<file path="src/rtl/dechannelizer_n_if.sv">
// dechannelizer_n_if
//   Frame-in / beat-out stream bundle for dechannelizer_n.
//   slave  : the serialiser (consumes frames, produces beats)
//   master : the surrounding logic (produces frames, consumes beats)
//   in_data/in_valid/in_ready             : CHANNELS*WIDTH frame handshake
//   out_data/out_valid/out_ready          : WIDTH-bit beat handshake
//   out_sop/out_eop/out_channel           : beat framing and channel index
interface dechannelizer_n_if #(
    parameter int WIDTH    = 24,
    parameter int CHANNELS = 2
);
    localparam int CW = (CHANNELS > 1) ? $clog2(CHANNELS) : 1;

    logic [CHANNELS*WIDTH-1:0] in_data;
    logic                      in_valid;
    logic                      in_ready;
    logic [WIDTH-1:0]          out_data;
    logic                      out_valid;
    logic                      out_ready;
    logic                      out_sop;
    logic                      out_eop;
    logic [CW-1:0]             out_channel;

    modport slave (
        input  in_data, in_valid, out_ready,
        output in_ready, out_data, out_valid, out_sop, out_eop, out_channel
    );

    modport master (
        output in_data, in_valid, out_ready,
        input  in_ready, out_data, out_valid, out_sop, out_eop, out_channel
    );
endinterface

</file>
<file path="src/rtl/dechannelizer_n.sv">
// dechannelizer_n
//   Captures one frame of CHANNELS parallel samples and emits it as a
//   CHANNELS-beat packet (sop on channel 0, eop on channel CHANNELS-1),
//   with output backpressure and zero-bubble back-to-back frames.
//   Ports:
//     clk, reset    : clock, asynchronous active-high reset
//     strm          : dechannelizer_n_if.slave (frame in, beat out)
//     overrun       : sticky "a frame was dropped"
//     drop_count    : saturating count of dropped frames
//     overrun_clr   : clears overrun and drop_count
//   Build option: define DECHANNELIZER_N_OVERRUN_EN to enable drop
//   accounting; otherwise overrun/drop_count are tied to 0.
module dechannelizer_n #(
    parameter int WIDTH    = 24,
    parameter int CHANNELS = 2
) (
    input  logic                  clk,
    input  logic                  reset,
    dechannelizer_n_if.slave      strm,
    output logic                  overrun,
    output logic [15:0]           drop_count,
    input  logic                  overrun_clr
);
    localparam int            CW   = (CHANNELS > 1) ? $clog2(CHANNELS) : 1;
    localparam logic [CW-1:0] LAST = CW'(CHANNELS - 1);

    logic [WIDTH-1:0] frame [CHANNELS];
    logic [CW-1:0]    idx;
    logic [CW-1:0]    nxt;
    logic             busy;
    logic             last;
    logic             accept;
    logic             beat;

    assign last = (idx == LAST);
    assign nxt  = idx + CW'(1);

    // Ready while idle, or when the final beat leaves this very cycle:
    // this is what lets eop be followed directly by the next sop.
    assign strm.in_ready = !reset && (!busy || (last && strm.out_ready));
    assign accept        = strm.in_valid && strm.in_ready;
    assign beat          = busy && strm.out_ready;
    assign strm.out_valid = busy;

    // Sample storage; written only on accept, so a dropped frame never
    // disturbs the packet in flight.
    always_ff @(posedge clk) begin
        if (accept) begin
            for (int k = 0; k < CHANNELS; k++)
                frame[k] <= strm.in_data[k*WIDTH +: WIDTH];
        end
    end

    // Beat sequencing with registered beat outputs. Channel 0 is taken
    // straight from the input bus on accept since frame[] is not yet loaded.
    always_ff @(posedge clk or posedge reset) begin
        if (reset) begin
            busy             <= 1'b0;
            idx              <= '0;
            strm.out_data    <= '0;
            strm.out_channel <= '0;
            strm.out_sop     <= 1'b0;
            strm.out_eop     <= 1'b0;
        end else if (accept) begin
            busy             <= 1'b1;
            idx              <= '0;
            strm.out_data    <= strm.in_data[WIDTH-1:0];
            strm.out_channel <= '0;
            strm.out_sop     <= 1'b1;
            strm.out_eop     <= (CHANNELS == 1);
        end else if (beat) begin
            if (last) begin
                busy         <= 1'b0;
                strm.out_sop <= 1'b0;
                strm.out_eop <= 1'b0;
            end else begin
                idx              <= nxt;
                strm.out_data    <= frame[nxt];
                strm.out_channel <= nxt;
                strm.out_sop     <= 1'b0;
                strm.out_eop     <= (nxt == LAST);
            end
        end
    end

`ifdef DECHANNELIZER_N_OVERRUN_EN
    logic drop;
    assign drop = strm.in_valid && !strm.in_ready;

    // A drop in the same cycle as a clear restarts the count at 1.
    always_ff @(posedge clk or posedge reset) begin
        if (reset) begin
            overrun    <= 1'b0;
            drop_count <= '0;
        end else if (drop) begin
            overrun <= 1'b1;
            if (overrun_clr)
                drop_count <= 16'd1;
            else if (drop_count != 16'hFFFF)
                drop_count <= drop_count + 16'd1;
        end else if (overrun_clr) begin
            overrun    <= 1'b0;
            drop_count <= '0;
        end
    end
`else
    logic unused_overrun_clr;
    assign unused_overrun_clr = overrun_clr;
    assign overrun    = 1'b0;
    assign drop_count = '0;
`endif
endmodule

</file>
<file path="src/flat_wrapper.sv">
// flat-port wrapper written by rule: the top's interface ports become plain ports
module dechannelizer_n_flat 
#(
    parameter int WIDTH    = 24,
    parameter int CHANNELS = 2
)
  (clk, reset, overrun, drop_count, overrun_clr, strm_in_data, strm_in_valid, strm_out_ready, strm_in_ready, strm_out_data, strm_out_valid, strm_out_sop, strm_out_eop, strm_out_channel);
  dechannelizer_n_if #(.WIDTH(WIDTH), .CHANNELS(CHANNELS)) strm_i ();
  input  logic clk;
  input  logic reset;
  output logic overrun;
  output logic [15:0] drop_count;
  input  logic overrun_clr;
  input wire logic [$bits(strm_i.in_data)-1:0] strm_in_data;
  input wire logic [$bits(strm_i.in_valid)-1:0] strm_in_valid;
  input wire logic [$bits(strm_i.out_ready)-1:0] strm_out_ready;
  output wire logic [$bits(strm_i.in_ready)-1:0] strm_in_ready;
  output wire logic [$bits(strm_i.out_data)-1:0] strm_out_data;
  output wire logic [$bits(strm_i.out_valid)-1:0] strm_out_valid;
  output wire logic [$bits(strm_i.out_sop)-1:0] strm_out_sop;
  output wire logic [$bits(strm_i.out_eop)-1:0] strm_out_eop;
  output wire logic [$bits(strm_i.out_channel)-1:0] strm_out_channel;
  assign strm_i.in_data = strm_in_data;
  assign strm_i.in_valid = strm_in_valid;
  assign strm_i.out_ready = strm_out_ready;
  assign strm_in_ready = strm_i.in_ready;
  assign strm_out_data = strm_i.out_data;
  assign strm_out_valid = strm_i.out_valid;
  assign strm_out_sop = strm_i.out_sop;
  assign strm_out_eop = strm_i.out_eop;
  assign strm_out_channel = strm_i.out_channel;
  dechannelizer_n #(.WIDTH(WIDTH), .CHANNELS(CHANNELS)) u_core (.clk(clk), .reset(reset), .strm(strm_i), .overrun(overrun), .drop_count(drop_count), .overrun_clr(overrun_clr));
endmodule
</file>
<file path="config.mk">
export PLATFORM = sky130hd
export DESIGN_NAME = dechannelizer_n_flat
export DESIGN_NICKNAME = d
export VERILOG_FILES = /design/src/rtl/dechannelizer_n_if.sv /design/src/rtl/dechannelizer_n.sv /design/src/flat_wrapper.sv
export SDC_FILE = /design/constraint.sdc
export NUM_CORES = 1
export LEC_CHECK = 0
export CAP_MARGIN = 25
export CORE_MARGIN = 5
export CORE_UTILIZATION = 46
export CTS_BUF_LIST = sky130_fd_sc_hd__clkbuf_8
export CTS_CLUSTER_DIAMETER = 120
export DETAILED_ROUTE_END_ITERATION = 8
export PLACE_DENSITY = 0.95
export SYNTH_ARGS = -nofsm -noshare
export SYNTH_HDL_FRONTEND = slang
export SYNTH_SLANG_ARGS = --single-unit
</file>
<file path="constraint.sdc">
create_clock -name clk -period 5.4 [get_ports clk]
set_clock_uncertainty 0.1 [all_clocks]
set_input_delay 0.54 -clock clk [delete_from_list [all_inputs] [get_ports clk]]
set_output_delay 0.54 -clock clk [all_outputs]
set_load 0.01 [all_outputs]
</file>
; Word-level counts from Yosys, hierarchy flattened
; Memory sizes are Yosys's and may differ from the RTL's.
; Index checks and enable logic that the tools add are counted.
[word_totals]
ff_bits = 29
latch_bits = 0
ram_bits = 48
rom_bits = 0
in_bits = 53
out_inout_bits = 46
word_cells = 39
n_memories = 1
[mem_list]
columns = memory, words, word_bits, read_ports, rd_clocked_by_memory_dff, write_ports, line_no
row1 = u_core.frame, 2, 24, 1, 0, 2, dechannelizer_n.sv:27  ; logic [WIDTH-1:0] frame [CHANNELS];
[op_classes]
n_addsub = 1
n_mul = 0
div_mod_pow = 0
magnitude_cmp = 0
n_eq_ne = 1
shift = 0
mux = 19
bitwise_logic = 0
reduce_logical = 11
[op_table]
columns = cell, n
row1 = $mux W24, 3
row2 = $mux W1, 16
row3 = $logic_and A1 B1 Y1, 4
row4 = $reduce_and A2 Y1, 2
row5 = $reduce_bool A2 Y1, 2
row6 = $logic_not A1 Y1, 2
row7 = $ne A2 B2 Y1 const B, 1
row8 = $add A1 B1 Y1 const B, 1
row9 = $logic_or A1 B1 Y1, 1

; Longest topological paths before layout
[depth]
depth_word = 6
depth_mapped = 5
depth_no_buf = 4

; Worst setup path after synthesis
; No wires, ideal clock.
[synth_path]
kind = input port to output port
startpoint = input port reset
endpoint = output port strm_in_ready
t_arrival_ns = 2.055
required_time_ns = 4.760
slack_ns = 2.705
stages = 3
n_path_buf = 1
path_cell_list = inv_1 clkbuf_1 and2_1
[synth_between]
elab_chain_len = 2
[synth_rtl]
columns = item, line_no
row1 = "start, declared", flat_wrapper.sv:10  ; input logic reset;
row2 = $logic_not A1 Y1, dechannelizer_n.sv:40  ; assign strm.in_ready = !reset && (!busy || (last && strm.out_ready));
row3 = $logic_and A1 B1 Y1, dechannelizer_n.sv:40
row4 = "end, declared", flat_wrapper.sv:17  ; output wire logic [$bits(strm_i.in_ready)-1:0] strm_in_ready;
; No other way between the ends.

; Final worst setup path
; Ends and elaborated chain as after synthesis.

==> impl_metrics.yaml <==
run_status:
  outcome: "finished clean"
routing:
  highest_layer: "met4"
  drtIter0Drc: 52
  wl_um: 4810
  wl_met1_um: 1870
  route.met2.wl_um: 2510
  wl_met3_um: 382
  vias_per_cell: 4.84
  ant_nets: 0
  vias: 1458
  drt-pass1-iter-count: 4
  wl_per_cell_um: 16.0
  post-route-drc-count: 0
cells_and_area:
  nFillCells: 342
  drive_gt1_share_pct: 16.2
  antenna_cells: 0
  final_cells: 301
  final_nets: 286
  final_core_util_pct: 66.7
  area_delta_synth_final_pct: 38.9
logic_synthesis:
  ys_ff_latch: 53
  ys_async_sr_fraction_pct: 54.7
  syn_area_um2: 2300
  yosysSeqAreaShare_pct: 62.9
  ys_types: 22
  syn_area_per_cell_um2: 15.0
  yosysWarnings: 0
  synth_edf_count: 24
  ys.flop_type: "dfrtp_1"
  synth_cells: 153
place:
  preCtsSetupSlack_ns: 2.32
  gp_congestion: 0.719
  hpwl_um: 3360
  port_buffers: 80
  dpl.cell_count: 293
global_routing:
  antenna_found_initial: 0
  grt_pass1_wl_um: 7600
  grt_pass1_vias: 1578
  grt_overflow: 0
  grt_max_degree: 39
  grt_use_total_pct: 15.3
power:
  powerDensity_nw_per_um2: 473
  p_leak_nw: 1.36
  p_sw_mw: 0.426
  sequentialPowerShare_pct: 41.0
  combPwrFrac_pct: 41.1
  swShare_pct: 28.2
  power.internal_mw: 1.08
  ir_drop_uv: 249
  p_clk_share_pct: 17.9
clocking:
  cts_setup_buffers: 0
  post_cts_resized: 0
  clkTransAtPathRegs_ns: 0.09
  clock_latency_ns: 0.30
  tritoncts: "done"
  clock-sinks: 53
  clock_path_buffers: 2
  h-tree-depth: 2
  cts_buffers: 5
  hold_buffers: 0
  cts-root-buf: "clkbuf_8"
timing:
  report.final.slew_viol_count: 0
  finalCritPeriodShare_pct: 53.3
  final-hold-violation-count: 0
  finalWorstSetupSlack_ns: 2.52
  rsz0062_at_grt: "false"
  fin_setup_tns_ns: 0
  setup_viol: 0
  fin_crit_ns: 2.88
  max_slew_margin_pct: 52.5
  fmax_mhz: 348
  tightest_slew_ns: 0.712
die:
  start_util_pct: 48.0
  dieWidth_um: 80.7
  rows: 25
  io_pins: 99
  dieArea_um2: 6510
  coreArea_um2: 4790
  fp.dieH_um: 80.7
setup_path:
  worstReg2RegStart: "u_core.strm.out_valid$_DFFE_PP0P_"
  crit_start: "reset"
  cp-start-kind: "input pin"
  critPathKind: "in2out"
  crit_arrival_ns: 2.24
  crit_required_ns: 4.76
  cp-end-kind: "output port"
  crit_fanout: 20
worst_hold_path:
  worstHoldPathType: "reg2reg"
  min-delay-start: "u_core.strm.out_sop$_DFFE_PP0P_"
flow_run:
  max-cap-violations: 0
-- critical path, cell delays in order --
cell	delay, ns
clkdlybuf4s50_1	0.39
inv_1	0.52
and2_1	0.23
clkdlybuf4s50_1	0.55
-- state kept, by name, summed over array words and instances, names as in the netlist --
name                     flops
u_core.idx                   1
u_core.strm.out_valid        1
u_core.strm.out_sop          1
u_core.strm.out_eop          1
u_core.frame                24
u_core.strm.out_channel      1
u_core.strm.out_data        24
-- cell usage after synthesis, types with 2 or more instances --
cell type | n | area (µm²)
a21oi_1 | 3 | 15.0
dfrtp_1 | 29 | 726
edfxtp_1 | 24 | 721
inv_1 | 2 | 7.51
nand4_1 | 11 | 68.8
clkbuf_1 | 3 | 11.3
mux2_4 | 12 | 180
nand2_1 | 5 | 18.8
mux2_2 | 14 | 158
buf_6 | 2 | 22.5
o21ai_0 | 10 | 50.1
buf_4 | 18 | 135
mux2i_1 | 11 | 110
-- power by group through the flow --
| stage | sequential, mW | combinational [mW] | clock [mW] |
|---|---|---|---|
| after detailed placement | 0.628 | 0.629 | 0 |
| after global routing | 0.639 | 0.669 | 0.292 |
| after CTS | 0.621 | 0.632 | 0.276 |
| after global placement | 0.620 | 0.617 | 0 |
| after floorplan | 0.671 | 0.289 | 0 |
| final | 0.618 | 0.621 | 0.271 |
-- layout by cell type, fill, tap and decap left out, drive strengths merged --
| cell type | instances |
|---|---|
| a21bo | 1 |
| a21oi | 3 |
| and2 | 1 |
| buf | 1 |
| bufinv | 1 |
| clkbuf | 6 |
| clkdlybuf4s50 | 80 |
| conb | 17 |
| dfrtp | 29 |
| edfxtp | 24 |
| inv | 4 |
| mux2 | 26 |
| mux2i | 11 |
| nand2 | 5 |
| nand3 | 1 |
| nand3b | 1 |
| nand4 | 11 |
| nor2 | 1 |
| o21ai | 11 |
-- kinds of logic (layout without fill, tap and decap cells) --
logic type      Yosys count  after routing  synth area share [%]
flops                    53             53                  62.9
mux                      37             37                  19.5
other cells               1             17                 0.163
compound gates           15             15                  3.48
simple gates             20             20                  5.88
buf+inv                  27             92                  8.06
-- per-layer routing --
metal | up-vias | track usage (%)
li1 | 679 | -
met1 | 719 | 17.4
met2 | 55 | 28.1
met3 | 5 | 4.04
met4 | 0 | 4.56
met5 | - | 0
-- final cells by class --
| type | instances | area [µm²] | area share (%) |
|---|---|---|---|
| sequential | 53 | 1450 | 45.3 |
| clock inverter | 2 | 33.8 | 1.06 |
| tap | 67 | 83.8 | 2.63 |
| multi-input combinational | 89 | 727 | 22.8 |
| timing repair buffer | 81 | 808 | 25.3 |
| clock buffer | 6 | 82.6 | 2.59 |
| inverter | 3 | 11.3 | 0.353 |
-- worst paths after layout --
kind | endpoint | slack [ns] | cells after the start
setup / recovery | strm_in_ready | 2.52 | 4
hold / removal | u_core.strm.out_sop$_DFFE_PP0P_ | 0.38 | 2
setup reg to reg | u_core.frame[1][12]$_DFFE_PP_ | 3.07 | 3
hold reg to reg | u_core.strm.out_sop$_DFFE_PP0P_ | 0.38 | 2
max in group asynchronous | u_core.strm.out_data[13]$_DFFE_PP0P_ | 3.87 | 3
min in group asynchronous | u_core.strm.out_data[1]$_DFFE_PP0P_ | 0.55 | 2
-- through the flow --
step                      area [µm²]  power, mW  hold WS [ns]
after floorplan                 2360      0.961         0.385
after global placement          3080       1.24         0.363
after detailed placement        3080       1.26         0.374
after CTS                       3190       1.53         0.394
after global routing            3190       1.60         0.437
final                           3190       1.51         0.384
No activity file was read; power rests on OpenSTA's default activity.
